--- src/rtl/adc_capture_pkg.sv ---
// Shared definitions for the triggered dual-channel ADC capture block:
// default geometry, FSM state encoding and the active-low LED pattern per state.
package adc_capture_pkg;

  localparam int ADC_DATA_W = 10;
  localparam int ADC_DEPTH  = 32;
  localparam int ADC_ADDR_W = $clog2(ADC_DEPTH);

  typedef enum logic [1:0] {
    S_IDLE,
    S_WAIT,
    S_CAPTURE,
    S_DONE
  } state_t;

  localparam logic [3:0] LED_IDLE    = 4'b1110;
  localparam logic [3:0] LED_WAIT    = 4'b1101;
  localparam logic [3:0] LED_CAPTURE = 4'b1011;
  localparam logic [3:0] LED_DONE    = 4'b0111;

  function automatic logic [3:0] led_code(input state_t s);
    case (s)
      S_IDLE:    return LED_IDLE;
      S_WAIT:    return LED_WAIT;
      S_CAPTURE: return LED_CAPTURE;
      default:   return LED_DONE;
    endcase
  endfunction

endpackage

--- src/rtl/adc_capture_if.sv ---
// Signal bundle between the capture block (slave) and the ADC module plus
// host/debug logic (master): ADC bus, trigger controls, readback and status.
interface adc_capture_if #(
  parameter int DATA_W = adc_capture_pkg::ADC_DATA_W,
  parameter int ADDR_W = adc_capture_pkg::ADC_ADDR_W
);
  logic              adc_clk1;
  logic              adc_clk2;
  logic [DATA_W-1:0] adc_d1;
  logic [DATA_W-1:0] adc_d2;
  logic              arm;
  logic              force_trig;
  logic              trig_rise;
  logic [DATA_W-1:0] trig_level;
  logic [ADDR_W-1:0] rd_addr;
  logic [DATA_W-1:0] rd_data1;
  logic [DATA_W-1:0] rd_data2;
  logic              busy;
  logic              done;
  logic [3:0]        LED;

  modport slave (
    input  adc_d1, adc_d2, arm, force_trig, trig_rise, trig_level, rd_addr,
    output adc_clk1, adc_clk2, rd_data1, rd_data2, busy, done, LED
  );

  modport master (
    output adc_d1, adc_d2, arm, force_trig, trig_rise, trig_level, rd_addr,
    input  adc_clk1, adc_clk2, rd_data1, rd_data2, busy, done, LED
  );
endinterface

--- src/rtl/adc_capture_ram.sv ---
// Simple dual-port sample buffer: synchronous write, registered read-first read.
module adc_capture_ram #(
  parameter int WIDTH  = 20,
  parameter int DEPTH  = 32,
  parameter int ADDR_W = 5
) (
  input  logic              clk,
  input  logic              rst,
  input  logic              we,
  input  logic [ADDR_W-1:0] waddr,
  input  logic [WIDTH-1:0]  wdata,
  input  logic [ADDR_W-1:0] raddr,
  output logic [WIDTH-1:0]  rdata
);

  logic [WIDTH-1:0] mem [DEPTH];

  // NOTE: the array has no reset so it maps onto block RAM; only the read register is cleared.
  always_ff @(posedge clk) begin
    if (we) mem[waddr] <= wdata;
  end

  // Reading the pre-edge array contents gives read-first behaviour on a collision.
  always_ff @(posedge clk) begin
    if (rst) rdata <= '0;
    else     rdata <= mem[raddr];
  end

endmodule

--- src/rtl/adc_capture.sv ---
// Triggered dual-channel ADC capture: input pipe, level-crossing trigger on ch1,
// capture FSM with write-address counter, and a registered buffer readback port.
module adc_capture
  import adc_capture_pkg::*;
#(
  parameter int DATA_W = ADC_DATA_W,
  parameter int DEPTH  = ADC_DEPTH,
  parameter int ADDR_W = ADC_ADDR_W
) (
  input  logic           clk,
  input  logic           rst,
  adc_capture_if.slave   bus
);

  logic [DATA_W-1:0]   d1_q, d2_q, prev_q;
  state_t              state, state_next;
  logic [ADDR_W-1:0]   wr_addr, wr_addr_next;
  logic                crossing, trig, wr_en;
  logic [2*DATA_W-1:0] rd_word;

  assign bus.adc_clk1 = clk;
  assign bus.adc_clk2 = clk;

  // NOTE: sequential state uses non-blocking assignments so every register samples pre-edge values.
  always_ff @(posedge clk) begin
    if (rst) begin
      d1_q   <= '0;
      d2_q   <= '0;
      prev_q <= '0;
    end else begin
      d1_q   <= bus.adc_d1;
      d2_q   <= bus.adc_d2;
      prev_q <= d1_q;
    end
  end

  always_comb begin
    if (bus.trig_rise) crossing = (prev_q < bus.trig_level) && (d1_q >= bus.trig_level);
    else               crossing = (prev_q > bus.trig_level) && (d1_q <= bus.trig_level);
  end

  assign trig = crossing | bus.force_trig;

  always_ff @(posedge clk) begin
    if (rst) begin
      state   <= S_IDLE;
      wr_addr <= '0;
    end else begin
      state   <= state_next;
      wr_addr <= wr_addr_next;
    end
  end

  // NOTE: every output of this block is given a default first so no path can infer a latch.
  always_comb begin
    state_next   = state;
    wr_addr_next = wr_addr;
    wr_en        = 1'b0;
    unique case (state)
      S_IDLE: if (bus.arm) state_next = S_WAIT;
      // wr_addr is always 0 here (reset or wrapped), so the trigger sample lands in buf[0].
      S_WAIT: if (trig) begin
        wr_en        = 1'b1;
        wr_addr_next = wr_addr + 1'b1;
        state_next   = S_CAPTURE;
      end
      S_CAPTURE: begin
        wr_en        = 1'b1;
        wr_addr_next = wr_addr + 1'b1;
        if (wr_addr == ADDR_W'(DEPTH - 1)) state_next = S_DONE;
      end
      S_DONE: if (bus.arm) state_next = S_WAIT;
      default: state_next = S_IDLE;
    endcase
  end

  adc_capture_ram #(
    .WIDTH  (2 * DATA_W),
    .DEPTH  (DEPTH),
    .ADDR_W (ADDR_W)
  ) u_ram (
    .clk   (clk),
    .rst   (rst),
    .we    (wr_en & ~rst),
    .waddr (wr_addr),
    .wdata ({d1_q, d2_q}),
    .raddr (bus.rd_addr),
    .rdata (rd_word)
  );

  assign bus.rd_data1 = rd_word[2*DATA_W-1:DATA_W];
  assign bus.rd_data2 = rd_word[DATA_W-1:0];
  assign bus.busy     = (state == S_WAIT) || (state == S_CAPTURE);
  assign bus.done     = (state == S_DONE);
  assign bus.LED      = led_code(state);

endmodule
--- src/flat_wrapper.sv ---
// flat-port wrapper written by rule: the top's interface ports become plain ports
module adc_capture_flat import adc_capture_pkg::*;
#(
  parameter int DATA_W = ADC_DATA_W,
  parameter int DEPTH  = ADC_DEPTH,
  parameter int ADDR_W = ADC_ADDR_W
)
  (clk, rst, bus_adc_d1, bus_adc_d2, bus_arm, bus_force_trig, bus_trig_rise, bus_trig_level, bus_rd_addr, bus_adc_clk1, bus_adc_clk2, bus_rd_data1, bus_rd_data2, bus_busy, bus_done, bus_LED);
  adc_capture_if #(.DATA_W(DATA_W), .ADDR_W(ADDR_W)) bus_i ();
  input  logic clk;
  input  logic rst;
  input wire logic [$bits(bus_i.adc_d1)-1:0] bus_adc_d1;
  input wire logic [$bits(bus_i.adc_d2)-1:0] bus_adc_d2;
  input wire logic [$bits(bus_i.arm)-1:0] bus_arm;
  input wire logic [$bits(bus_i.force_trig)-1:0] bus_force_trig;
  input wire logic [$bits(bus_i.trig_rise)-1:0] bus_trig_rise;
  input wire logic [$bits(bus_i.trig_level)-1:0] bus_trig_level;
  input wire logic [$bits(bus_i.rd_addr)-1:0] bus_rd_addr;
  output wire logic [$bits(bus_i.adc_clk1)-1:0] bus_adc_clk1;
  output wire logic [$bits(bus_i.adc_clk2)-1:0] bus_adc_clk2;
  output wire logic [$bits(bus_i.rd_data1)-1:0] bus_rd_data1;
  output wire logic [$bits(bus_i.rd_data2)-1:0] bus_rd_data2;
  output wire logic [$bits(bus_i.busy)-1:0] bus_busy;
  output wire logic [$bits(bus_i.done)-1:0] bus_done;
  output wire logic [$bits(bus_i.LED)-1:0] bus_LED;
  assign bus_i.adc_d1 = bus_adc_d1;
  assign bus_i.adc_d2 = bus_adc_d2;
  assign bus_i.arm = bus_arm;
  assign bus_i.force_trig = bus_force_trig;
  assign bus_i.trig_rise = bus_trig_rise;
  assign bus_i.trig_level = bus_trig_level;
  assign bus_i.rd_addr = bus_rd_addr;
  assign bus_adc_clk1 = bus_i.adc_clk1;
  assign bus_adc_clk2 = bus_i.adc_clk2;
  assign bus_rd_data1 = bus_i.rd_data1;
  assign bus_rd_data2 = bus_i.rd_data2;
  assign bus_busy = bus_i.busy;
  assign bus_done = bus_i.done;
  assign bus_LED = bus_i.LED;
  adc_capture #(.DATA_W(DATA_W), .DEPTH(DEPTH), .ADDR_W(ADDR_W)) u_core (.clk(clk), .rst(rst), .bus(bus_i));
endmodule
--- config.mk ---
export PLATFORM = sky130hd
export DESIGN_NAME = adc_capture_flat
export DESIGN_NICKNAME = d
export VERILOG_FILES = /design/src/rtl/adc_capture_pkg.sv /design/src/rtl/adc_capture_if.sv /design/src/rtl/adc_capture_ram.sv /design/src/rtl/adc_capture.sv /design/src/flat_wrapper.sv
export SDC_FILE = /design/constraint.sdc
export NUM_CORES = 1
export LEC_CHECK = 0
export ABC_AREA = 1
export CAP_MARGIN = 30
export CORE_UTILIZATION = 60
export CTS_BUF_LIST = sky130_fd_sc_hd__clkbuf_8 sky130_fd_sc_hd__clkbuf_16
export DETAILED_ROUTE_END_ITERATION = 10
export MAX_ROUTING_LAYER = met4
export PLACE_DENSITY = 0.78
export SETUP_SLACK_MARGIN = 0.02
export SLEW_MARGIN = 20
export SYNTH_ARGS = -nofsm -noshare
export SYNTH_HDL_FRONTEND = slang
export SYNTH_SLANG_ARGS = --single-unit
--- constraint.sdc ---
create_clock -name clk -period 10.65 [get_ports clk]
set_clock_uncertainty 0.05 [all_clocks]
set_input_delay 3.195 -clock clk [delete_from_list [all_inputs] [get_ports clk]]
set_output_delay 3.195 -clock clk [all_outputs]
set_load 0.01 [all_outputs]
==> results of run 1 <==
## cell usage after synthesis (32+ instances only)
| library cell | number |
|---|---|
| o221ai_1 | 114 |
| nand2_1 | 97 |
| nor2_1 | 420 |
| edfxtp_1 | 640 |
| dfxtp_1 | 57 |
| inv_1 | 74 |
| o21ai_0 | 307 |
| o21ai_1 | 34 |
| clkbuf_1 | 86 |
| nand3_1 | 74 |
| a21oi_1 | 32 |
| o22ai_1 | 40 |
## routing by layer
layer | vias to the layer above | part of all wire [%]
met3 | 243 | 14
met4 | 0 | 4.8
li1 | 7945 | -
met1 | 8854 | 37
met5 | - | 0
met2 | 1420 | 45
## flip-flops by register name, summed over array words and instances, names as in the netlist
signal,count
u_core.d1_q,10
u_core.d2_q,10
u_core.prev_q,10
u_core.state,2
u_core.u_ram.mem,640
u_core.u_ram.rdata,20
u_core.wr_addr,5
## critical path, stage by stage
cell	delay, ps
clkbuf_16	130
clkbuf_16	130
clkdlybuf4s50_1	460
## power breakdown
group	total (mW)	switching (mW)	leakage, nW	internal [mW]
Sequential	3.07	0.0549	6.32	3.02
Combinational	0.485	0.340	2.95	0.145
Clock	2.54	1.03	1.27	1.51
Total	6.10	1.43	10.5	4.67
## worst paths after layout
check / start / end / cells after the start
max: clk / bus_adc_clk1 / 3
min: u_core.state[1] / u_core.state[1] / 2
max reg2reg: u_core.d1_q[8] / u_core.u_ram.mem[9][15] / 12
min reg2reg: u_core.state[1] / u_core.state[1] / 2
## cell families after synthesis
logic type	synth area share, %
fa+ha+maj	1.41
compound gates	12.1
flops	74.0
simple gates	8.76
buf+inv	3.66
## placed cells by master, fill, tap and decap left out, drive strengths merged
master         count
clkbuf            90
clkdlybuf4s50     63
buf               56
nor4               1
inv               98
o21a               6
nand4              3
ha                31
nor3               9
o221ai           114
a21o               1
dfxtp             57
o21bai             1
o22ai             40
o211ai             4
nand2             97
a31oi             20
a21oi             32
bufinv             4
nand3             74
edfxtp           640
nand3b             3
clkinv            19
nor2             420
o21ai            342
## cell type report
cell class                 instances  area, um^2
tap                              600         751
multi-input combinational       1198        6240
sequential                       697       20400
timing repair buffer             118        1260
inverter                          80         310
fill                            2989       13900
clock inverter                    41         308
clock buffer                      91        2120
==> impl_metrics.env, run 1 <==
export IMPL_synth_top_area_cell="edfxtp_1"
export IMPL_postSynthCellCount=2123
export IMPL_grt_pass1_vias=17500
export IMPL_startpoint_type="clock port"
export IMPL_ys_seq_elements=697
export IMPL_p_total_mw=6.10
export IMPL_grt_busiest_layer="met2"
export IMPL_ctsHoldBuffers=0
export IMPL_groute_layer_met1_usage_pct=43.7
export IMPL_required_ps=7410
export IMPL_dpl_hpwl_um=42500
export IMPL_post_place_cells=2680
export IMPL_syn2layout_area_growth_pct=14.0
export IMPL_cts_tree="built"
export IMPL_grtUsageMet2_pct=47.7
export IMPL_dpl_cell_area_um2=28700
export IMPL_synthTopCellsByArea="edfxtp_1 (70%), nor2_1 (5.7%), o21ai_0 (5.6%), dfxtp_1 (4.1%), o221ai_1 (3.6%)"
export IMPL_outcome="completed"
export IMPL_antenna_found_initial=0
export IMPL_initial_core_util_pct=60.7
export IMPL_drtIter0Drc=2892
export IMPL_synth_top_area_share_pct=69.9
export IMPL_layout_cells_non_filler=2825
export IMPL_drive_gt1_share_pct=9.75
export IMPL_ys_seq_area_share_pct=74.0
export IMPL_num_vias=18500
export IMPL_synth_edff_count=640
export IMPL_rrSetupSlack_ps=7000
export IMPL_grt_pass1_wl_um=109000
export IMPL_num_rows=78
export IMPL_place_ws_ps=1630
export IMPL_finish_instance_area_um2=31400
export IMPL_tns_ps=0
export IMPL_die_h_um=216
export IMPL_fin_ws_ps=1360
export IMPL_drt_total_wl_um=75200
export IMPL_slew_headroom_pct=30.7
export IMPL_rsz0062_at_grt="no"
export IMPL_vias_per_cell=6.54
export IMPL_io_buffers=67
export IMPL_p_leak_nw=10.5
export IMPL_grt_met3_usage_pct=8.83
export IMPL_synth_main_ff_cell="edfxtp_1"
export IMPL_route_detailed_drc=0
export IMPL_dieArea_um2=46700
export IMPL_path_clk_slew_ps=60
export IMPL_grt_overflow=0
export IMPL_num_io_pins=68
export IMPL_crit_fanout=2
export IMPL_grt_util_all_layers_pct=33.0
export IMPL_drv_cap=0
export IMPL_place_congestion=0.935
export IMPL_antenna_cells_inserted=0
export IMPL_hp_class="reg -> reg"
export IMPL_ys_async_sr_fraction_pct=0
export IMPL_grt_max_degree=134
export IMPL_worstSkewPairLatency_ps=720
export IMPL_cp_end_kind="primary output"
export IMPL_die_w_um=216
export IMPL_synth_area_um2=27500
export IMPL_vdd_drop_max_mv=0.173
export IMPL_worstPathArrival_ps=6040
export IMPL_hold_violations=0
export IMPL_fin_util_pct=69.3
export IMPL_final_nets=2241
export IMPL_maxSlewViolCount=0
export IMPL_power_density_nw_per_um2=194
export IMPL_coreArea_um2=45300
export IMPL_wl_per_cell_um=26.6
export IMPL_cts_resized=0
export IMPL_post_cts_buffers=0
export IMPL_syn_num_nets=2194
export IMPL_hold_ws_ps=510
export IMPL_postSynthAreaPerCell_um2=13.0
export IMPL_ys_types=32
export IMPL_drtAntennaViolNets=0
export IMPL_worstSetupPathType="clk -> out"
export IMPL_synth_warnings=0
export IMPL_drt_first_pass_iters=8
export IMPL_setup_viol=0
export IMPL_tightest_slew_ps=1040
No activity file was read; power rests on OpenSTA's default activity.
==> inputs of run 2 (changes only) <==
--- a/config.mk
+++ b/config.mk
@@ -7,6 +7,7 @@
 export LEC_CHECK = 0
 export ABC_AREA = 1
 export CAP_MARGIN = 30
+export CORE_ASPECT_RATIO = 1.1
 export CORE_UTILIZATION = 60
 export CTS_BUF_LIST = sky130_fd_sc_hd__clkbuf_8 sky130_fd_sc_hd__clkbuf_16
 export DETAILED_ROUTE_END_ITERATION = 10
==> impl_metrics.env, run 2 (synthesized netlist as in run 1, its figures left out) <==
export IMPL_required_ps=7410
export IMPL_dieArea_um2=46700
export IMPL_syn2layout_area_growth_pct=13.9
export IMPL_post_cts_buffers=0
export IMPL_p_total_mw=6.09
export IMPL_min_delay_start="u_core.wr_addr[1]"
export IMPL_crit_path_cell_trace="clkbuf_16, clkbuf_16, clkdlybuf4s50_1"
export IMPL_worstSkewPairLatency_ps=710
export IMPL_fill_cells=2946
export IMPL_wl_per_cell_um=27.5
export IMPL_startpoint_type="clock port"
export IMPL_crit_start="clk"
export IMPL_outcome="completed"
export IMPL_slew_headroom_pct=29.3
export IMPL_dpl_hpwl_um=44200
export IMPL_p_leak_nw=10.5
export IMPL_initial_core_util_pct=61.4
export IMPL_layout_commonest_cell="edfxtp_1"
export IMPL_coreArea_um2=44800
export IMPL_maxSlewViolCount=0
export IMPL_place_ws_ps=1630
export IMPL_grt_max_degree=157
export IMPL_grt_util_all_layers_pct=34.4
export IMPL_cp_end_kind="primary output"
export IMPL_ctsHoldBuffers=0
export IMPL_route_detailed_drc=0
export IMPL_r2r_start="u_core.d1_q[9]"
export IMPL_num_vias=18600
export IMPL_die_w_um=206
export IMPL_hold_violations=0
export IMPL_die_h_um=227
export IMPL_power_density_nw_per_um2=194
export IMPL_grt_pass1_wl_um=111000
export IMPL_vdd_drop_max_mv=0.151
export IMPL_regMostFlops="u_core.u_ram.mem"
export IMPL_tns_ps=0
export IMPL_drt_first_pass_iters=7
export IMPL_drtAntennaViolNets=0
export IMPL_rrSetupSlack_ps=6820
export IMPL_final_nets=2240
export IMPL_io_buffers=67
export IMPL_mostFrequentLayoutCells="edfxtp_1 (640), nor2_1 (388), o21ai_0 (307)"
export IMPL_num_rows=81
export IMPL_layout_cells_non_filler=2803
export IMPL_worstSetupPathType="clk -> out"
export IMPL_slowest_delay_ps=460
export IMPL_slowest_stage="clkdlybuf4s50_1"
export IMPL_drt_total_wl_um=77000
export IMPL_drv_cap=0
export IMPL_vias_per_cell=6.65
export IMPL_largest_reg_flops=640
export IMPL_tightest_slew_ps=1060
export IMPL_crit_fanout=2
export IMPL_reg_top3="u_core.u_ram.mem x640, u_core.u_ram.rdata x20"
export IMPL_path_clk_slew_ps=60
export IMPL_antenna_found_initial=1
export IMPL_rsz0062_at_grt="no"
export IMPL_cts_tree="built"
export IMPL_setup_viol=0
export IMPL_drtIter0Drc=2906
export IMPL_crit_top_cell="clkbuf_16"
export IMPL_grt_overflow=0
export IMPL_post_place_cells=2651
export IMPL_grt_pass1_vias=17300
export IMPL_drive_gt1_share_pct=9.50
export IMPL_hold_ws_ps=491
export IMPL_cts_resized=0
export IMPL_num_io_pins=68
export IMPL_fin_ws_ps=1360
export IMPL_place_congestion=0.940
export IMPL_path_delay_family="buffers and inverters"
export IMPL_crit_buf_inv=3
export IMPL_worstPathArrival_ps=6040
export IMPL_hp_class="reg -> reg"
-- run 2: metrics by stage --
stage	instance area (um^2)	util, %
after detailed placement	28600	63.8
after floorplan	27500	-
after CTS	31000	69.1
after global routing	31300	70.0
after global placement	28400	63.5
final	31300	70.0
-- run 2: worst register-to-register path, cell delays in order, from the launching register on --
cell	delay, ps
dfxtp_2	970
ha_1	420
a21o_1	180
nor2_1	140
nand3_1	90
nand2_1	60
nand3_1	100
nand3_1	180
o21ai_4	70
buf_4	340
nor2_2	830
-- run 2: layout make-up --
class	instances	area (um^2)	share of cell area, %
clock buffer	85	2050	6.55
tap	581	727	2.32
clock inverter	44	342	1.09
antenna	1	2.50	0.00799
inverter	80	310	0.990
timing repair buffer	117	1300	4.14
sequential	697	20400	65.0
multi-input combinational	1198	6220	19.9
-- run 2: final timing paths --
check,endpoint,cells after the start
max,bus_adc_clk1,3
min reg2reg,u_core.wr_addr[1],2
max reg2reg,u_core.u_ram.mem[20][8],10
min,u_core.wr_addr[1],2
-- run 2: metal layers --
metal  vias up  wire (um)  part of all wire, %  GRT usage [%]
li1       7935          -                    -              -
met1      8958      29000                   38           47.4
met2      1549      34800                   45           48.8
met3       193       9950                   13           7.78
met4         0       3320                  4.3           16.1
met5         -          0                    0              -
-- run 2: where the power goes --
part	total, mW	internal [mW]	switching, mW
Clock	2.53	1.51	1.02
Sequential	3.08	3.02	0.0616
Combinational	0.481	0.147	0.333
